**config.mk**
```make
export PLATFORM = sky130hd
export DESIGN_NAME = uart_rx_ctrl
export DESIGN_NICKNAME = d
export VERILOG_FILES = /design/src/rtl/uart_rx_ctrl.sv
export SDC_FILE = /design/constraint.sdc
export NUM_CORES = 1
export LEC_CHECK = 0
export ABC_AREA = 1
export CAP_MARGIN = 40
export CORE_ASPECT_RATIO = 1.75
export CORE_UTILIZATION = 55
export CTS_CLUSTER_DIAMETER = 30
export DETAILED_ROUTE_END_ITERATION = 6
export GPL_TIMING_DRIVEN = 0
export PLACE_DENSITY_LB_ADDON = 0.2
export SLEW_MARGIN = 25
export SYNTH_ARGS = -nofsm -noshare
export SYNTH_HDL_FRONTEND = slang
export SYNTH_SLANG_ARGS = --single-unit
export TNS_END_PERCENT = 10
```
**constraint.sdc**
```tcl
create_clock -name CLK -period 3.15 [get_ports CLK]
set_input_delay 0.63 -clock CLK [delete_from_list [all_inputs] [get_ports CLK]]
set_output_delay 0.63 -clock CLK [all_outputs]
set_load 0.005 [all_outputs]
```
**src/rtl/uart_rx_ctrl.sv**
```systemverilog
// UART RX sequencer: tracks oversample edges and bit position, strobes the
// per-bit checkers at the sample point, and reports one verdict pulse per frame.
module uart_rx_ctrl #(
  parameter int DATA_W  = 8,
  parameter int PRESC_W = 6
) (
  input  logic               CLK,
  input  logic               Reset,
  input  logic               RX_IN,
  input  logic [PRESC_W-1:0] Prescale,
  input  logic               PAR_EN,
  input  logic               start_glitch,
  input  logic               par_error,
  input  logic               stop_error,
  output logic [PRESC_W-1:0] edge_cnt,
  output logic               data_samp_EN,
  output logic               start_check_EN,
  output logic               deser_EN,
  output logic               par_check_EN,
  output logic               stop_check_EN,
  output logic               data_valid,
  output logic               frame_error,
  output logic               parity_error
);

  localparam logic [2:0] S_IDLE   = 3'd0;
  localparam logic [2:0] S_START  = 3'd1;
  localparam logic [2:0] S_DATA   = 3'd2;
  localparam logic [2:0] S_PARITY = 3'd3;
  localparam logic [2:0] S_STOP   = 3'd4;
  localparam logic [2:0] S_CHECK  = 3'd5;

  localparam int                 BIT_W  = 4;
  localparam logic [PRESC_W-1:0] P_ONE  = PRESC_W'(1);
  localparam logic [BIT_W-1:0]   B_ONE  = BIT_W'(1);
  localparam logic [BIT_W-1:0]   B_LAST = BIT_W'(DATA_W - 1);

  logic [2:0]         r_state,    w_state_nxt;
  logic [PRESC_W-1:0] r_edge_cnt, w_edge_nxt;
  logic [PRESC_W-1:0] r_presc,    w_presc_nxt;
  logic [BIT_W-1:0]   r_bit_cnt,  w_bit_nxt;
  logic               r_par_en,   w_par_en_nxt;
  logic               r_par_flag;
  logic [PRESC_W-1:0] w_sp, w_sp_nxt;
  logic               w_wrap;

  logic r_start_en, r_deser_en, r_par_chk_en, r_stop_en;
  logic r_data_valid, r_frame_err, r_parity_err;

  // Sample point sits just past mid-bit: Prescale/2 + 1.
  assign w_sp     = {1'b0, r_presc[PRESC_W-1:1]} + P_ONE;
  assign w_sp_nxt = {1'b0, w_presc_nxt[PRESC_W-1:1]} + P_ONE;
  assign w_wrap   = (r_edge_cnt == r_presc - P_ONE);

  // NOTE: every variable gets a default first so no path can infer a latch.
  always_comb begin
    w_state_nxt  = r_state;
    w_edge_nxt   = r_edge_cnt;
    w_bit_nxt    = r_bit_cnt;
    w_presc_nxt  = r_presc;
    w_par_en_nxt = r_par_en;

    if (r_state != S_IDLE) begin
      w_edge_nxt = w_wrap ? '0 : r_edge_cnt + P_ONE;
      w_bit_nxt  = w_wrap ? r_bit_cnt + B_ONE : r_bit_cnt;
    end

    case (r_state)
      S_IDLE: begin
        w_edge_nxt = '0;
        // The detecting cycle is edge 0, so the first START cycle is edge 1.
        if (!RX_IN) begin
          w_state_nxt  = S_START;
          w_edge_nxt   = P_ONE;
          w_presc_nxt  = Prescale;
          w_par_en_nxt = PAR_EN;
        end
      end
      S_START: begin
        if ((r_edge_cnt == w_sp + P_ONE) && start_glitch) begin
          w_state_nxt = S_IDLE;
          w_edge_nxt  = '0;
        end else if (w_wrap) begin
          w_state_nxt = S_DATA;
          w_bit_nxt   = '0;
        end
      end
      S_DATA: begin
        if (w_wrap && (r_bit_cnt == B_LAST)) begin
          w_state_nxt = r_par_en ? S_PARITY : S_STOP;
          w_bit_nxt   = '0;
        end
      end
      S_PARITY: begin
        if (w_wrap) begin
          w_state_nxt = S_STOP;
          w_bit_nxt   = '0;
        end
      end
      S_STOP: begin
        if (r_edge_cnt == w_sp) w_state_nxt = S_CHECK;
      end
      S_CHECK: begin
        w_state_nxt = S_IDLE;
        w_edge_nxt  = '0;
      end
      default: begin
        w_state_nxt = S_IDLE;
        w_edge_nxt  = '0;
      end
    endcase
  end

  // NOTE: sequential state uses non-blocking assignments only, so every
  // register samples pre-edge values regardless of statement order.
  always_ff @(posedge CLK or negedge Reset) begin
    if (!Reset) begin
      r_state      <= S_IDLE;
      r_edge_cnt   <= '0;
      r_bit_cnt    <= '0;
      r_presc      <= '0;
      r_par_en     <= 1'b0;
      r_par_flag   <= 1'b0;
      r_start_en   <= 1'b0;
      r_deser_en   <= 1'b0;
      r_par_chk_en <= 1'b0;
      r_stop_en    <= 1'b0;
      r_data_valid <= 1'b0;
      r_frame_err  <= 1'b0;
      r_parity_err <= 1'b0;
    end else begin
      r_state    <= w_state_nxt;
      r_edge_cnt <= w_edge_nxt;
      r_bit_cnt  <= w_bit_nxt;
      r_presc    <= w_presc_nxt;
      r_par_en   <= w_par_en_nxt;

      if ((r_state == S_PARITY) && (r_edge_cnt == w_sp + P_ONE))
        r_par_flag <= par_error;
      else if (r_state == S_CHECK)
        r_par_flag <= 1'b0;

      // Strobes decode the upcoming state/edge so they line up with edge_cnt.
      r_start_en   <= (w_state_nxt == S_START)  && (w_edge_nxt == w_sp_nxt);
      r_deser_en   <= (w_state_nxt == S_DATA)   && (w_edge_nxt == w_sp_nxt);
      r_par_chk_en <= (w_state_nxt == S_PARITY) && (w_edge_nxt == w_sp_nxt);
      r_stop_en    <= (w_state_nxt == S_STOP)   && (w_edge_nxt == w_sp_nxt);

      // Stop error outranks parity error when both are present.
      r_frame_err  <= (r_state == S_CHECK) && stop_error;
      r_parity_err <= (r_state == S_CHECK) && !stop_error && r_par_flag;
      r_data_valid <= (r_state == S_CHECK) && !stop_error && !r_par_flag;
    end
  end

  assign edge_cnt       = r_edge_cnt;
  assign data_samp_EN   = (r_state != S_IDLE);
  assign start_check_EN = r_start_en;
  assign deser_EN       = r_deser_en;
  assign par_check_EN   = r_par_chk_en;
  assign stop_check_EN  = r_stop_en;
  assign data_valid     = r_data_valid;
  assign frame_error    = r_frame_err;
  assign parity_error   = r_parity_err;

endmodule

```
==> results of run 1 <==
==> worst max-delay path by stage <==
stage	from	slack, ps	cells after the start	endpoint
6_report	r_presc[2]	350	18	deser_EN
2_1_floorplan	RX_IN	860	13	deser_EN
3_3_place_gp	RX_IN	110	14	stop_check_EN
4_1_cts	RX_IN	360	14	stop_check_EN
5_1_grt	r_presc[2]	10	18	par_check_EN
3_5_place_dp	RX_IN	80	14	par_check_EN
==> sequential cells by signal (all words and copies together) (netlist names) <==
register and cells:
data_valid 1, deser_EN 1, edge_cnt 6, frame_error 1
par_check_EN 1, parity_error 1, r_bit_cnt 4, r_par_en 1
r_par_flag 1, r_presc 6, r_state 3, start_check_EN 1
stop_check_EN 1
==> worst max-delay path: cells and delay by family, from the launching register on <==
kind          cells  cell delay (ps)
flops             1              460
buf+inv           2              180
fa+ha+maj         1              340
simple gates     15             1740
==> layer usage <==
metal  wire [um]  vias to the layer above
met2        2950                       52
met5           0                        -
li1            -                     1062
met4         131                        0
met1        1910                      943
met3         137                       13
==> cells in the mapped netlist (all sizes together) <==
cell type / number
xor2: 11
nor3b: 2
inv: 43
clkbuf: 2
a31oi: 1
ha: 10
buf: 4
o21a: 1
nor3: 2
or2: 1
nand3: 31
nand4: 5
and2: 1
nor4: 2
a21oi: 12
nand2: 98
xnor2: 4
and3: 1
nand3b: 4
dfrtp: 28
nor2: 45
o221ai: 1
o211ai: 1
mux2i: 1
o21ai: 7
==> metrics by stage <==
step                hold slack (ps)  cells  utilization
global route                    412    394        0.686
global placement                433    390        0.673
detailed placement              446    390        0.671
finish                          357    394        0.686
floorplan                       334    318            -
CTS                             380    394        0.686
==> power breakdown <==
group,switching [mW],leakage (nW),internal [mW]
Clock,0.109,0.0288,0.112
Combinational,0.985,0.945,0.628
Sequential,0.126,0.357,0.459
Total,1.22,1.33,1.20
==> cells by family after synthesis <==
family / count (synthesis) / share of synthesized area
AND/OR/NAND/NOR: 192 / 0.386
buffers and inverters: 49 / 0.0944
flip-flops: 28 / 0.326
AO/OA/AOI/OAI: 23 / 0.0653
XOR/XNOR: 15 / 0.0647
adder cells (fa/ha/maj): 10 / 0.0583
multiplexers: 1 / 0.00466
==> final cells by class <==
class	instances	area, um2	area share
Multi-Input combinational cell	241	1240	0.495
Sequential cell	28	701	0.279
Timing Repair Buffer	26	255	0.101
Inverter	43	161	0.0642
Tap cell	46	57.6	0.0229
Clock buffer	4	55.1	0.0219
Buffer	6	41.3	0.0164
==> metrics.md, run 1 <==
| Metric | Value |
|---|---|
| PwrDens | 962 mW/mm2 |
| Avg Inst Size Synth | 6.75 um2 |
| IO buf count | 26 |
| Drt total wl | 5.12 mm |
| Detailed-placement wirelength estimate | 4.12 mm |
| Status | finished, final reports clean |
| Netlist cell types | 36 |
| Minimum clock period | 2800 ps |
| Post-place setup slack | 83.2 ps |
| Vias per Instance | 5.25 |
| Core Box Area | 0.00366 mm2 |
| Startpoint Class | register |
| Hold/Removal Path Class | in2async |
| Area leader, netlist | dfrtp_1 |
| Synthesis-stage register bit count | 28 |
| Design Power | 2.42 mW |
| Row cnt | 29 |
| Register area share after synthesis | 0.326 |
| Root Driver | clkbuf_8 |
| RR Endpoint | deser_EN |
| Inserted Clock Buffers | 3 |
| Postcts setup bufs | 0 |
| Number of global-route vias before repair | 2042 |
| Max cap viols | 0 |
| Max Fclk | 0.357 GHz |
| Syn Nets | 341 |
| GRT Max-Usage Layer | met2 |
| Setup_tns | 0 ps |
| Antenna fix cells | 0 |
| IO Count | 27 |
| Gr ovfl total | 0 |
| Final ANT Viol Nets | 0 |
| Critical path's slowest cell | dfrtp_1 |
| Setup Viol. Count Final | 0 |
| Post-Synthesis Cells | 318 |
| Element type at the critical path end | register |
| Placed instance area | 0.00246 mm2 |
| Commonest non-fill, non-tap cells in the layout | nand2_1 (96), nor2_1 (43), inv_1 (41), nand3_1 (30), dfrtp_1 (28) |
| YS warnings | 0 |
| Die Y | 84.7 um |
| Routing usage on met3 | 0.0127 |
| CP Cell Sequence | inv_1 > ha_1 > inv_1 > nor2_1 > nand3_1 > nor2_1 > nand2_1 > nand2_1 > nand3_1 > nor2_1 > nand2_1 > nand3_1 > nand3_1 > nand2_1 > nand2_1 > nor2_1 > nand3_2 > nor2_1 |
| Post_cts resized | 0 |
| Initial antenna violation count | 0 |
| Worst reg-to-reg path cell count | 18 |
| Clock Skew | 2.35 ps |
| CTS clk-pin slew, worst paths | 90 ps |
| Initial DRC Count | 67 |
| Critical R2R Launch | r_presc[2] |
| DRC Markers | 0 |
| Layout cells sized above 1 | 0.0603 |
| Routability congestion estimate | 0.917 |
| Reg2Reg Setup Slack | 350 ps |
| Routed wire length per instance | 13.0 um |
| P_leak | 1.33 nW |
| Crit Path Max Fanout | 7 |
| Pins Over Slew Limit | 0 |
| Crit Path Class | reg2reg |
| WP data required | 3360 ps |
| H-tree depth | 1 |
| Die X | 49.2 um |
| First-pass GRT wire length | 8.58 mm |
| Final worst-path cycle share | 0.889 |
| Nets | 372 |
| Worst Slack Setup Final | 349 ps |
| Die area | 0.00417 mm2 |
| Global Route met1 Usage | 0.267 |
| Max incr delay on CP | 460 ps |
| Starting Density | 0.586 |
| Mapped Area | 0.00215 mm2 |
| Clock Sinks | 28 |
| Largest net degree at the start of global routing | 29 |
| Via count | 2070 |
| Clk buf depth | 2 |
| Hold Vio Cnt, Final | 0 |
| Slew @ Worst Pin | 619 ps |
| P&R area growth vs syn | 17.1% |
| RSZ-0062 raised after global routing | false |
| Post-synth top area share | 0.326 |
| Most common cell after layout, fill and taps aside | nand2_1 |
| Total GRT Usage | 0.267 |
| CTS tree | yes |
| Arr. time, crit path | 3010 ps |
| Clk_lat worst skew | 270 ps |
| Pre-Repair DR Iteration Count | 4 |
| Design Area, Final | 0.00251 mm2 |
| Maximum vdd drop | 693 uV |
| CTS Hold Bufs | 0 |
| Met2 Use GR | 0.538 |
| Relative slew slack | 0.588 |
| Top post-synthesis cells by area | dfrtp_1 (33%), nand2_1 (17%), nor2_1 (7.5%) |
| Fill count | 351 |
Power figures use the tool's default switching activity.
==> inputs of run 2 (changes only) <==
clock period = 2.7 ns   (was 3.15 ns; I/O delays follow)
==> metrics.md, run 2 (synthesized netlist as in run 1, its figures left out) <==
| Metric | Value |
|---|---|
| Hold/Removal Path Class | in2async |
| WP data required | 2910 ps |
| Detailed-placement wirelength estimate | 4.12 mm |
| H-tree depth | 1 |
| Clk_lat worst skew | 270 ps |
| P_leak | 1.37 nW |
| CTS clk-pin slew, worst paths | 90 ps |
| Inserted Clock Buffers | 3 |
| Footprint of the multi-input gates | 0.00130 mm2 |
| Maximum vdd drop | 820 uV |
| Initial DRC Count | 59 |
| Max incr delay on CP | 450 ps |
| Fill count | 321 |
| Die X | 49.2 um |
| Hold Vio Cnt, Final | 0 |
| DRC Markers | 0 |
| CP Cell Sequence | nor2_4 > nand2_2 > or2_1 > buf_6 > o21ai_1 > inv_1 > ha_2 > nand3_2 > xor2_2 > inv_1 > nand2_1 > nand2_1 > nor2_2 > nand3_2 > nor2_1 |
| Arr. time, crit path | 2780 ps |
| Routability congestion estimate | 0.917 |
| IO Count | 27 |
| Crit Path Class | reg2reg |
| Row cnt | 29 |
| Delay-heaviest family, CP | simple AND/OR/NAND/NOR gates |
| Routed wire length per instance | 13.2 um |
| Starting Density | 0.586 |
| Status | finished, final reports clean |
| Die area | 0.00417 mm2 |
| Worst Path Buf+Inv | 3 |
| Root Driver | clkbuf_8 |
| Clk buf depth | 2 |
| Final core occ | 0.715 |
| Gr ovfl total | 0 |
| Core Box Area | 0.00366 mm2 |
| Worst Slack Setup Final | 127 ps |
| Max Fclk | 0.389 GHz |
| Via count | 2121 |
| Initial antenna violation count | 0 |
| Setup Viol. Count Final | 0 |
| Pre-Repair DR Iteration Count | 4 |
| CTS tree | yes |
| P&R area growth vs syn | 22.1% |
| Pins Over Slew Limit | 0 |
| Drt total wl | 5.30 mm |
| Clock Sinks | 28 |
| Crit Path Max Fanout | 8 |
| Number of global-route vias before repair | 2058 |
| Clock Skew | 3.23 ps |
| Element type at the critical path end | register |
| Relative slew slack | 0.587 |
| Antenna fix cells | 0 |
| CTS Hold Bufs | 0 |
| Minimum clock period | 2570 ps |
| Post-place setup slack | -277 ps |
| Die Y | 84.7 um |
| IO buf count | 26 |
| Final worst-path cycle share | 0.953 |
| Max cap viols | 0 |
| Slew @ Worst Pin | 620 ps |
| Largest net degree at the start of global routing | 29 |
| Final ANT Viol Nets | 0 |
| First-pass GRT wire length | 8.67 mm |
| Layout cells sized above 1 | 0.127 |
| PwrDens | 1140 mW/mm2 |
| Design Area, Final | 0.00262 mm2 |
| Vias per Instance | 5.30 |
| Nets | 378 |
| Critical path's slowest cell | dfrtp_2 |
| Commonest non-fill, non-tap cells in the layout | nand2_1 (93), inv_1 (40), nor2_1 (38), nand3_1 (28), clkdlybuf4s50_1 (25) |
| Seq. cell area | 706 um2 |
| Placed instance area | 0.00246 mm2 |
| Startpoint Class | register |
| Total GRT Usage | 0.270 |
| Most common cell after layout, fill and taps aside | nand2_1 |
[run 2: path summary, 6_finish.rpt]
kind / slack [ps] / to / cells past startpoint / startpoint
worst min register to register: 460 / data_valid / 1 / r_par_flag
min in group CLK: 460 / data_valid / 1 / r_par_flag
max in group asynchronous: 1990 / r_presc[3] / 1 / Reset
worst max-delay path: 130 / deser_EN / 15 / r_state[0]
worst max register to register: 130 / deser_EN / 15 / r_state[0]
worst min-delay path: 270 / r_bit_cnt[1] / 1 / Reset
[run 2: cell type report]
class / count / area share
Clock buffer: 4 / 0.0210
Timing Repair Buffer: 32 / 0.115
Buffer: 6 / 0.0167
Tap cell: 46 / 0.0220
Inverter: 43 / 0.0616
Multi-Input combinational cell: 241 / 0.495
Sequential cell: 28 / 0.269
[run 2: worst register-to-register path, delay by kind of cell (launching register included)]
kind / cells / cell delay, ps
and+or+nand+nor: 9 / 1080
DFF: 1 / 450
buffers and inverters: 3 / 320
AOI/OAI and AO/OA: 1 / 270
adders and majority gates: 1 / 220
xor gates and xnor gates: 1 / 160
[run 2: what timing repair did]
item | 4_1_cts | 5_1_grt
resized for setup | 4 | 18
buffers inserted | 0 | 6
endpoints found under the setup margin | 4 | 4
pin swaps | 0 | 1
[run 2: where the power goes]
part	leakage, nW	internal [mW]	total [mW]	switching (mW)
registers	0.354	0.541	0.677	0.136
logic	0.989	0.813	2.06	1.25
clock network	0.0288	0.131	0.258	0.127
[run 2: metal layers]
layer  global-route usage  routed length, um  vias up
li1                     -                  -     1077
met1                0.270               1970      982
met2                0.542               3040       42
met3               0.0127                112       20
met4                0.120                180        0
met5                    0                  0        -
[run 2: through the flow]
step | std cells | power [mW] | setup TNS, ps | hold slack, ps
3_3_place_gp | 390 | 2.51 | -948 | 433
6_report | 400 | 2.99 | 0 | 267
4_1_cts | 394 | 2.82 | 0 | 290
5_1_grt | 400 | 3.27 | -26.9 | 322
3_5_place_dp | 390 | 2.55 | -1080 | 446
2_1_floorplan | 318 | 2.08 | 0 | 244
